--- config.mk ---
export PLATFORM = sky130hd
export DESIGN_NAME = manchester_rx
export DESIGN_NICKNAME = d
export VERILOG_FILES = /design/src/rtl/manchester_rx_pkg.sv /design/src/rtl/manchester_rx_sig_sync_edge.sv /design/src/rtl/manchester_rx.sv
export SDC_FILE = /design/constraint.sdc
export NUM_CORES = 1
export LEC_CHECK = 0
export ABC_AREA = 0
export CAP_MARGIN = 5
export CORE_MARGIN = 3
export CORE_UTILIZATION = 40
export DETAILED_ROUTE_END_ITERATION = 10
export PLACE_DENSITY_LB_ADDON = 0.08
export SLEW_MARGIN = 25
export SYNTH_ARGS = -nofsm -noshare
export SYNTH_HDL_FRONTEND = slang
export SYNTH_SLANG_ARGS = --single-unit
--- constraint.sdc ---
create_clock -name clk -period 9 [get_ports clk]
set_input_delay 1.35 -clock clk [delete_from_list [all_inputs] [get_ports clk]]
set_output_delay 1.35 -clock clk [all_outputs]
set_load 0.01 [all_outputs]
--- src/rtl/manchester_rx_pkg.sv ---
// rtl/manchester_rx_pkg.sv - shared types and constants for the Manchester decoder
package manchester_rx_pkg;

    typedef enum logic {
        HUNT  = 1'b0,
        TRACK = 1'b1
    } state_t;

    localparam int MIN_BIT_CYC = 8;
    localparam int VIOL_W      = 8;

    function automatic logic [VIOL_W-1:0] sat_inc(input logic [VIOL_W-1:0] v);
        return (&v) ? v : v + 1'b1;
    endfunction

endpackage

--- src/rtl/manchester_rx_sig_sync_edge.sv ---
// rtl/manchester_rx_sig_sync_edge.sv - two-flop synchronizer plus edge register
module sig_sync_edge (
    input  logic i_clk,
    input  logic i_rst_n,
    input  logic i_sig,
    output logic o_level,
    output logic o_edge,
    output logic o_rising
);

    logic r_s1;
    logic r_s2;
    logic r_prev;

    always_ff @(posedge i_clk) begin
        if (!i_rst_n) begin
            r_s1   <= 1'b0;
            r_s2   <= 1'b0;
            r_prev <= 1'b0;
        end else begin
            r_s1   <= i_sig;
            r_s2   <= r_s1;
            r_prev <= r_s2;
        end
    end

    assign o_level  = r_s2;
    assign o_edge   = r_s2 ^ r_prev;
    assign o_rising = r_s2 & ~r_prev;

endmodule

--- src/rtl/manchester_rx.sv ---
// rtl/manchester_rx.sv - Manchester decoder: recovers NRZ bits, bit clock, lock and violations
module manchester_rx
    import manchester_rx_pkg::*;
#(
    parameter int CNT_W = 16,
    parameter int SR_W  = 8
) (
    input  logic              clk,
    input  logic              rst_n,
    input  logic              sig_in,
    input  logic [CNT_W-1:0]  bit_cyc,
    output logic              rx_bit,
    output logic              rx_valid,
    output logic              rx_clk,
    output logic [SR_W-1:0]   rx_word,
    output logic              locked,
    output logic [VIOL_W-1:0] viol_cnt
);

    logic w_level;
    logic w_edge;
    logic w_rising;

    sig_sync_edge u_sync (
        .i_clk    (clk),
        .i_rst_n  (rst_n),
        .i_sig    (sig_in),
        .o_level  (w_level),
        .o_edge   (w_edge),
        .o_rising (w_rising)
    );

    logic [CNT_W-1:0]  r_t;
    logic [CNT_W-1:0]  r_q;
    logic [CNT_W-1:0]  r_lo;
    logic [CNT_W-1:0]  r_hi;
    logic [CNT_W-1:0]  r_half;
    logic [CNT_W-1:0]  r_bc;
    state_t            r_state;
    logic              r_bit;
    logic              r_valid;
    logic              r_clk;
    logic [SR_W-1:0]   r_word;
    logic              r_locked;
    logic [VIOL_W-1:0] r_viol;

    logic [CNT_W-1:0] w_bc_eff;
    logic             w_rate_chg;
    logic             w_in_win;
    logic             w_short;
    logic             w_late;

    // Below-minimum periods would collapse the windows, so they are clamped.
    assign w_bc_eff   = (bit_cyc < CNT_W'(MIN_BIT_CYC)) ? CNT_W'(MIN_BIT_CYC) : bit_cyc;
    assign w_rate_chg = (bit_cyc != r_bc);
    assign w_in_win   = (r_t >= r_lo) && (r_t <= r_hi);
    assign w_short    = (r_t < r_q);
    assign w_late     = (r_t > r_hi);

    always_ff @(posedge clk) begin
        if (!rst_n) begin
            r_q    <= '0;
            r_lo   <= '0;
            r_hi   <= '0;
            r_half <= '0;
            r_bc   <= '0;
        end else begin
            r_q    <= w_bc_eff >> 2;
            r_lo   <= w_bc_eff - (w_bc_eff >> 2);
            r_hi   <= w_bc_eff + (w_bc_eff >> 2);
            r_half <= w_bc_eff >> 1;
            r_bc   <= bit_cyc;
        end
    end

    always_ff @(posedge clk) begin
        if (!rst_n) begin
            r_state  <= HUNT;
            r_t      <= '0;
            r_bit    <= 1'b0;
            r_valid  <= 1'b0;
            r_clk    <= 1'b0;
            r_word   <= '0;
            r_locked <= 1'b0;
            r_viol   <= '0;
        end else begin
            r_valid <= 1'b0;
            if (r_t != '1)
                r_t <= r_t + 1'b1;
            case (r_state)
                HUNT: begin
                    if (w_edge) begin
                        r_t <= CNT_W'(1);
                        if (w_in_win) begin
                            r_state  <= TRACK;
                            r_locked <= 1'b1;
                            r_valid  <= 1'b1;
                            r_clk    <= 1'b1;
                            r_bit    <= w_rising;
                            r_word   <= {r_word[SR_W-2:0], w_level};
                        end
                    end
                end
                TRACK: begin
                    if (r_t == r_half)
                        r_clk <= 1'b0;
                    if (w_rate_chg) begin
                        r_state  <= HUNT;
                        r_locked <= 1'b0;
                        r_clk    <= 1'b0;
                    end else if (w_edge && w_in_win) begin
                        r_t     <= CNT_W'(1);
                        r_valid <= 1'b1;
                        r_clk   <= 1'b1;
                        r_bit   <= w_rising;
                        r_word  <= {r_word[SR_W-2:0], w_level};
                    end else if ((w_edge && w_short) || w_late) begin
                        // A late edge is handled as the timeout plus a fresh HUNT edge.
                        r_state  <= HUNT;
                        r_locked <= 1'b0;
                        r_clk    <= 1'b0;
                        r_viol   <= sat_inc(r_viol);
                        if (w_edge && w_late)
                            r_t <= CNT_W'(1);
                    end
                end
                default: r_state <= HUNT;
            endcase
        end
    end

    assign rx_bit   = r_bit;
    assign rx_valid = r_valid;
    assign rx_clk   = r_clk;
    assign rx_word  = r_word;
    assign locked   = r_locked;
    assign viol_cnt = r_viol;

endmodule

## After elaboration in Yosys (flattened, before gate mapping)

Cells that the tools add are included.

| word-level totals | value |
|---|---|
| bits in registers | 120 |
| input port bits | 19 |
| logic and storage cells | 92 |

| cells by class | value |
|---|---|
| add/subtract/negate cells | 4 |
| order comparisons | 5 |
| eq/ne operators | 10 |
| mux-type cells | 38 |
| bitwise gates (word level) | 7 |
| reduce and logical (&&, ||, !) cells | 10 |

Operators by type and width:

| operator | count |
|---|---|
| two-way mux 16 bit | 7 |
| two-way mux 8 bit | 4 |
| case mux 16 bit (2 select lines) | 1 |
| two-way mux 1 bit | 20 |
| adder 16 x 1 -> 16 bit, second input constant | 1 |
| adder 16 x 14 -> 16 bit | 1 |
| equality test 16 bit | 1 |
| >= comparator 16 bit | 1 |
| greater-than comparator 16 bit | 1 |
| <= comparator 16 bit | 1 |
| less-than comparator 16 bit | 1 |
| less-than comparator 16 x 4 -> 1 bit, second input constant | 1 |
| inequality test 16 bit | 1 |
| inequality test 16 bit, second input constant | 1 |
| case mux 8 bit (2 select lines) | 1 |
| subtractor 16 x 14 -> 16 bit | 1 |
| case mux 1 bit (2 select lines) | 5 |
| adder 8 x 1 -> 8 bit, second input constant | 1 |
| AND reduction 4 bit | 2 |
| AND reduction 8 bit | 1 |
| inequality test 2 bit, second input constant | 3 |
| inequality test 5 x 1 -> 1 bit, second input constant | 1 |
| inverter 1 bit | 5 |
| AND reduction 5 bit | 1 |
| 8 further kinds | 11 |

## Longest topological paths before layout

| depth | value |
|---|---|
| depth after elaboration | 7 |
| mapped depth | 14 |
| gate-level depth less buffers | 14 |

## Cells and area by module

From an unflattened synthesis, not the netlist that was laid out.

| unflattened totals | value |
|---|---|
| cells, all modules | 742 |
| area total of the unflattened synthesis | 6174.7 um2 |

Modules (own cells, without submodules):

| module | instances | cells each | area an instance (um2) |
|---|---|---|---|
| manchester_rx | 1 | 733 | 6075.8 |
| sig_sync_edge | 1 | 9 | 98.8 |

## Least setup slack after synthesis

OpenSTA, ideal clock, no wires.

| timing | value |
|---|---|
| path type | input to register |
| start | in bit_cyc[8] |
| end | reg r_hi[15] |
| arrival time | 4.342 ns |
| required time | 8.928 ns |
| slack | 4.586 ns |
| stages on the path | 13 |
| path buffers | 0 |
| cells stage by stage | or4_1 -> nor4_1 -> nand4_1 -> nand2_1 -> inv_1 -> ha_1 -> a21o_1 -> a221oi_1 -> a21oi_1 -> a211o_1 -> a31o_2 -> a31oi_1 -> mux2i_1 |

| on the way | value |
|---|---|
| longest elaborated chain between the ends | 3 |

Ends and longest elaborated chain:

| element | line | source |
|---|---|---|
| from (decl) | manchester_rx.sv:11 | `input logic [CNT_W-1:0] bit_cyc,` |
| less-than comparator 16 x 4 -> 1 bit | manchester_rx.sv:54 | `assign w_bc_eff = (bit_cyc < CNT_W'(MIN_BIT_CYC)) ? CNT_W'(MIN_BIT_CYC) : bit_cyc;` |
| two-way mux 16 bit | manchester_rx.sv:54 |  |
| via w_bc_eff[1] | manchester_rx.sv:47 | `logic [CNT_W-1:0] w_bc_eff;` |
| adder 16 x 14 -> 16 bit | manchester_rx.sv:70 | `r_hi <= w_bc_eff + (w_bc_eff >> 2);` |
| to (signal assigned) | manchester_rx.sv:70 |  |
| to (decl) | manchester_rx.sv:36 | `logic [CNT_W-1:0] r_hi;` |

The timed path passes the listed nets, and every way through them passes these cells.
A chain may end at the register's enable or synchronous reset.

## Worst setup path in the final report

Ends and elaborated chain as after synthesis.

==> reports/summary.txt <==
Remaining Overflow, GRT: 0
GP Congestion: 0.871
Power Density: 151 nW/um^2
CP Class: in -> reg
Post-CTS Setup Bufs: 0
clk slew on worst S/H paths: 0.07 ns
post-CTS sizing: 0
Min-Delay Endpoint: u_sync.o_level$_SDFF_PN0_
Worst setup SP type: primary input
Setup crit start: bit_cyc[8]
Synth Warn #: 0
CP arrival: 5.47 ns
wl on met1: 7.63 mm
number of synthesized flops with an enable pin: 0
delay-heaviest family, CP: compound AO/OA/AOI/OAI gates
Initial Utilization: 0.415
Tcrit/Tclk final: 0.577
Detailed Place HPWL: 11.8 mm
Rows: 45
status: complete, no violations
Die Y: 133 um
worst skew pair latency: 0.36 ns
layout cell share with drive strength beyond 1: 0.0497
Seq/Total Area, Yosys: 0.319
RSZ-0062 raised after global routing: no
worst reg2reg setup slack: 5.58 ns
largest net degree at the start of global routing: 48
CP max-delay cell: or4_1
LEAKAGE: 3.17 nW
Layout Nets: 875
CTS tree: built
via count: 5147
Worst-Margin Slew: 0.786 ns
worst min path class: reg -> reg
Cells after Synth: 763
post-route ant nets: 0
Syn Area/Cell: 8.40 sq um
die area: 17600 sq um
final WL: 15.2 mm
Num CTS Buffers: 9
setup slack after layout: 3.81 ns
vias in the first global route: 5092
max layer used: met4
CTS max path bufs: 2
clk sinks: 102
Hold Path Stages: 1
asr flop ratio synth: 0
WP data required: 9.28 ns
#FFs+latches synth: 102
R2R Path End: rx_bit$_SDFFE_PN0P_
# setup viols final: 0
worst path buffer plus inverter count: 1
initial antenna violation count: 0
final hold viol count: 0
routed len/inst: 15.2 um
Syn Nets: 859
synthesized cell area: 6410 sq um
CTS HTree Levels: 3
Highest Clock Rate: 0.193 GHz
dpl cell area: 6890 sq um
area grow syn2layout: 12.5%
Routed met3 length: 416 um
Global Route Usage Sum: 0.176
Hold Startpoint: u_sync.r_s1$_SDFF_PN0_
RR Startpoint: r_t[0]$_SDFF_PN0_
Final Critical Period: 5.19 ns
clk_skew: 0.00984 ns
metal2 WL: 6.80 mm
Design Area, Final: 7210 sq um
CP Cell Sequence: clkdlybuf4s50_1, or4_1, nor4_1, nand4_1, nand2b_1, ha_1, a21o_1, a221oi_1, a21oi_1, a211o_1, a31o_2, a31oi_1, mux2i_1
Slew Viols, Final: 0
VDD IR-drop max: 89.6 uV
Chip Width: 133 um
# DRC: 0
Crit path largest cell delay: 0.55 ns
CTS Hold Bufs: 0
IO Port Bufs: 38
reg2reg path depth: 9
First-pass DRT Iterations: 5
Critical Path Fanout Max: 6
crit end category: flip-flop
filler cell count: 1516
first-pass GRT wire length: 25.2 mm
Via density: 5.17
Max Cap Viol: 0
setup TNS: 0 ns
clock root cell: clkbuf_16
Initial DRC Count: 233
Antenna Cells: 0
Worst slew margin: 0.471
Primary FF master, synth: dfxtp_1
I/O pins: 39
Yosys cell types: 68
CORE AREA: 15400 sq um
DP Worst Slack: 3.52 ns
per-layer routing:
metal	track usage	up-vias
met3	0.0312	20
met1	0.243	2385
met5	0	-
met4	0.0658	0
li1	-	2657
met2	0.277	85
final cells by class:
cell class,instances,area [sq um],area share
clock buffers,9,225,0.0313
clock inverters,7,90.1,0.0125
inverters,86,323,0.0448
multi-input cells,539,3860,0.536
flip-flops and latches,102,2040,0.283
well taps,211,264,0.0366
repair buffers,41,403,0.0559
how the worst max path moves through the flow:
stage	slack [ns]	end	cells past startpoint
4_1_cts	3.89	r_hi[15]$_SDFF_PN0_	13
6_report	3.81	r_hi[15]$_SDFF_PN0_	13
2_1_floorplan	4.59	r_hi[15]$_SDFF_PN0_	13
3_5_place_dp	3.52	r_hi[15]$_SDFF_PN0_	13
3_3_place_gp	3.67	r_hi[15]$_SDFF_PN0_	13
5_1_grt	3.69	r_hi[13]$_SDFF_PN0_	13
registers in the layout, summed over array words and instances (netlist names), 8 cells and up:
register,flops
r_bc,16
r_lo,16
r_t,16
r_hi,15
r_q,14
rx_word,8
viol_cnt,8
cells in the final DEF, fill, tap and decap left out, types with 3 or more instances in the layout:
cell             netlist  routed
dfxtp_1              102     102
inv_1                 86      86
ha_1                  75      75
nor2_1                56      56
nand2_1               52      52
a21oi_1               44      44
clkdlybuf4s50_1        0      38
nor3_1                36      36
xor2_1                34      34
nand3_1               28      28
o21ai_0               22      22
mux2i_1               20      20
xnor2_1               18      18
and2_1                13      13
nand4_1               12      12
nand2b_1              12      12
and3_1                11      11
nor4_1                10      10
a31oi_1               10      10
clkbuf_16              0       9
or3_1                  8       8
a21o_1                 6       6
nor2b_1                5       5
o21a_1                 5       5
a211o_1                5       5
o21bai_1               4       4
a211oi_1               5       4
nor4_2                 3       3
o32ai_2                3       3
o311ai_0               3       3
buf_4                  1       3
worst register-to-register path, stage by stage, from the launching register on:
cell and delay (ns):
dfxtp_1 0.49, inv_1 0.09, ha_1 0.30, nand2b_1 0.10, a31oi_1 0.10, o41ai_1 0.63, a211o_1 0.26, a211o_1 0.36
nand4b_1 0.65, mux2i_1 0.34
synth_stat cells, types with 3 or more instances:
| cell type | n | area (sq um) |
|---|---|---|
| and2_1 | 13 | 81.3 |
| and3_1 | 11 | 68.8 |
| a211oi_1 | 5 | 37.5 |
| inv_1 | 86 | 323 |
| nand2b_1 | 12 | 75.1 |
| nor3_1 | 36 | 180 |
| a31oi_1 | 10 | 62.6 |
| xnor2_1 | 18 | 158 |
| nor2b_1 | 5 | 31.3 |
| a21oi_1 | 44 | 220 |
| o21bai_1 | 4 | 30.0 |
| ha_1 | 75 | 938 |
| nor2_1 | 56 | 210 |
| nand3_1 | 28 | 140 |
| clkbuf_1 | 25 | 93.8 |
| or3_1 | 8 | 50.1 |
| nand4_1 | 12 | 75.1 |
| nor4_2 | 3 | 37.5 |
| dfxtp_1 | 102 | 2040 |
| buf_6 | 3 | 33.8 |
| a211o_1 | 5 | 43.8 |
| o21ai_0 | 22 | 110 |
| mux2i_1 | 20 | 200 |
| o311ai_0 | 3 | 26.3 |
| xor2_1 | 34 | 298 |
| nor4_1 | 10 | 62.6 |
| nand2_1 | 52 | 195 |
| o32ai_2 | 3 | 48.8 |
| a21o_1 | 6 | 45.0 |
| o21a_1 | 5 | 37.5 |
metrics by stage:
step | utilization | cells | total power [mW] | hold slack (ns)
finish | 0.467 | 995 | 1.09 | 0.436
global route | 0.467 | 995 | 1.15 | 0.481
CTS | 0.467 | 995 | 1.10 | 0.436
detailed placement | 0.447 | 979 | 0.693 | 0.419
global placement | 0.446 | 979 | 0.689 | 0.423
floorplan | - | 763 | 0.640 | 0.412
logic make-up (layout without fill, tap and decap cells):
family                     Yosys count  after routing  share of synthesized area
and+or+nand+nor                    262            262                      0.210
AOI/OAI and AO/OA                  128            128                      0.135
buffers and inverters              122            143                     0.0812
DFF                                102            102                      0.319
adders and majority gates           77             77                      0.153
xor gates and xnor gates            52             52                     0.0711
muxes                               20             20                     0.0312
where the power goes:
| group | internal (mW) | switching [mW] | leakage (nW) |
|---|---|---|---|
| clock | 0.222 | 0.184 | 0.153 |
| combinational | 0.0785 | 0.116 | 2.18 |
| sequential | 0.478 | 0.0118 | 0.840 |
| total | 0.778 | 0.312 | 3.17 |
Power figures use the tool's default switching activity.
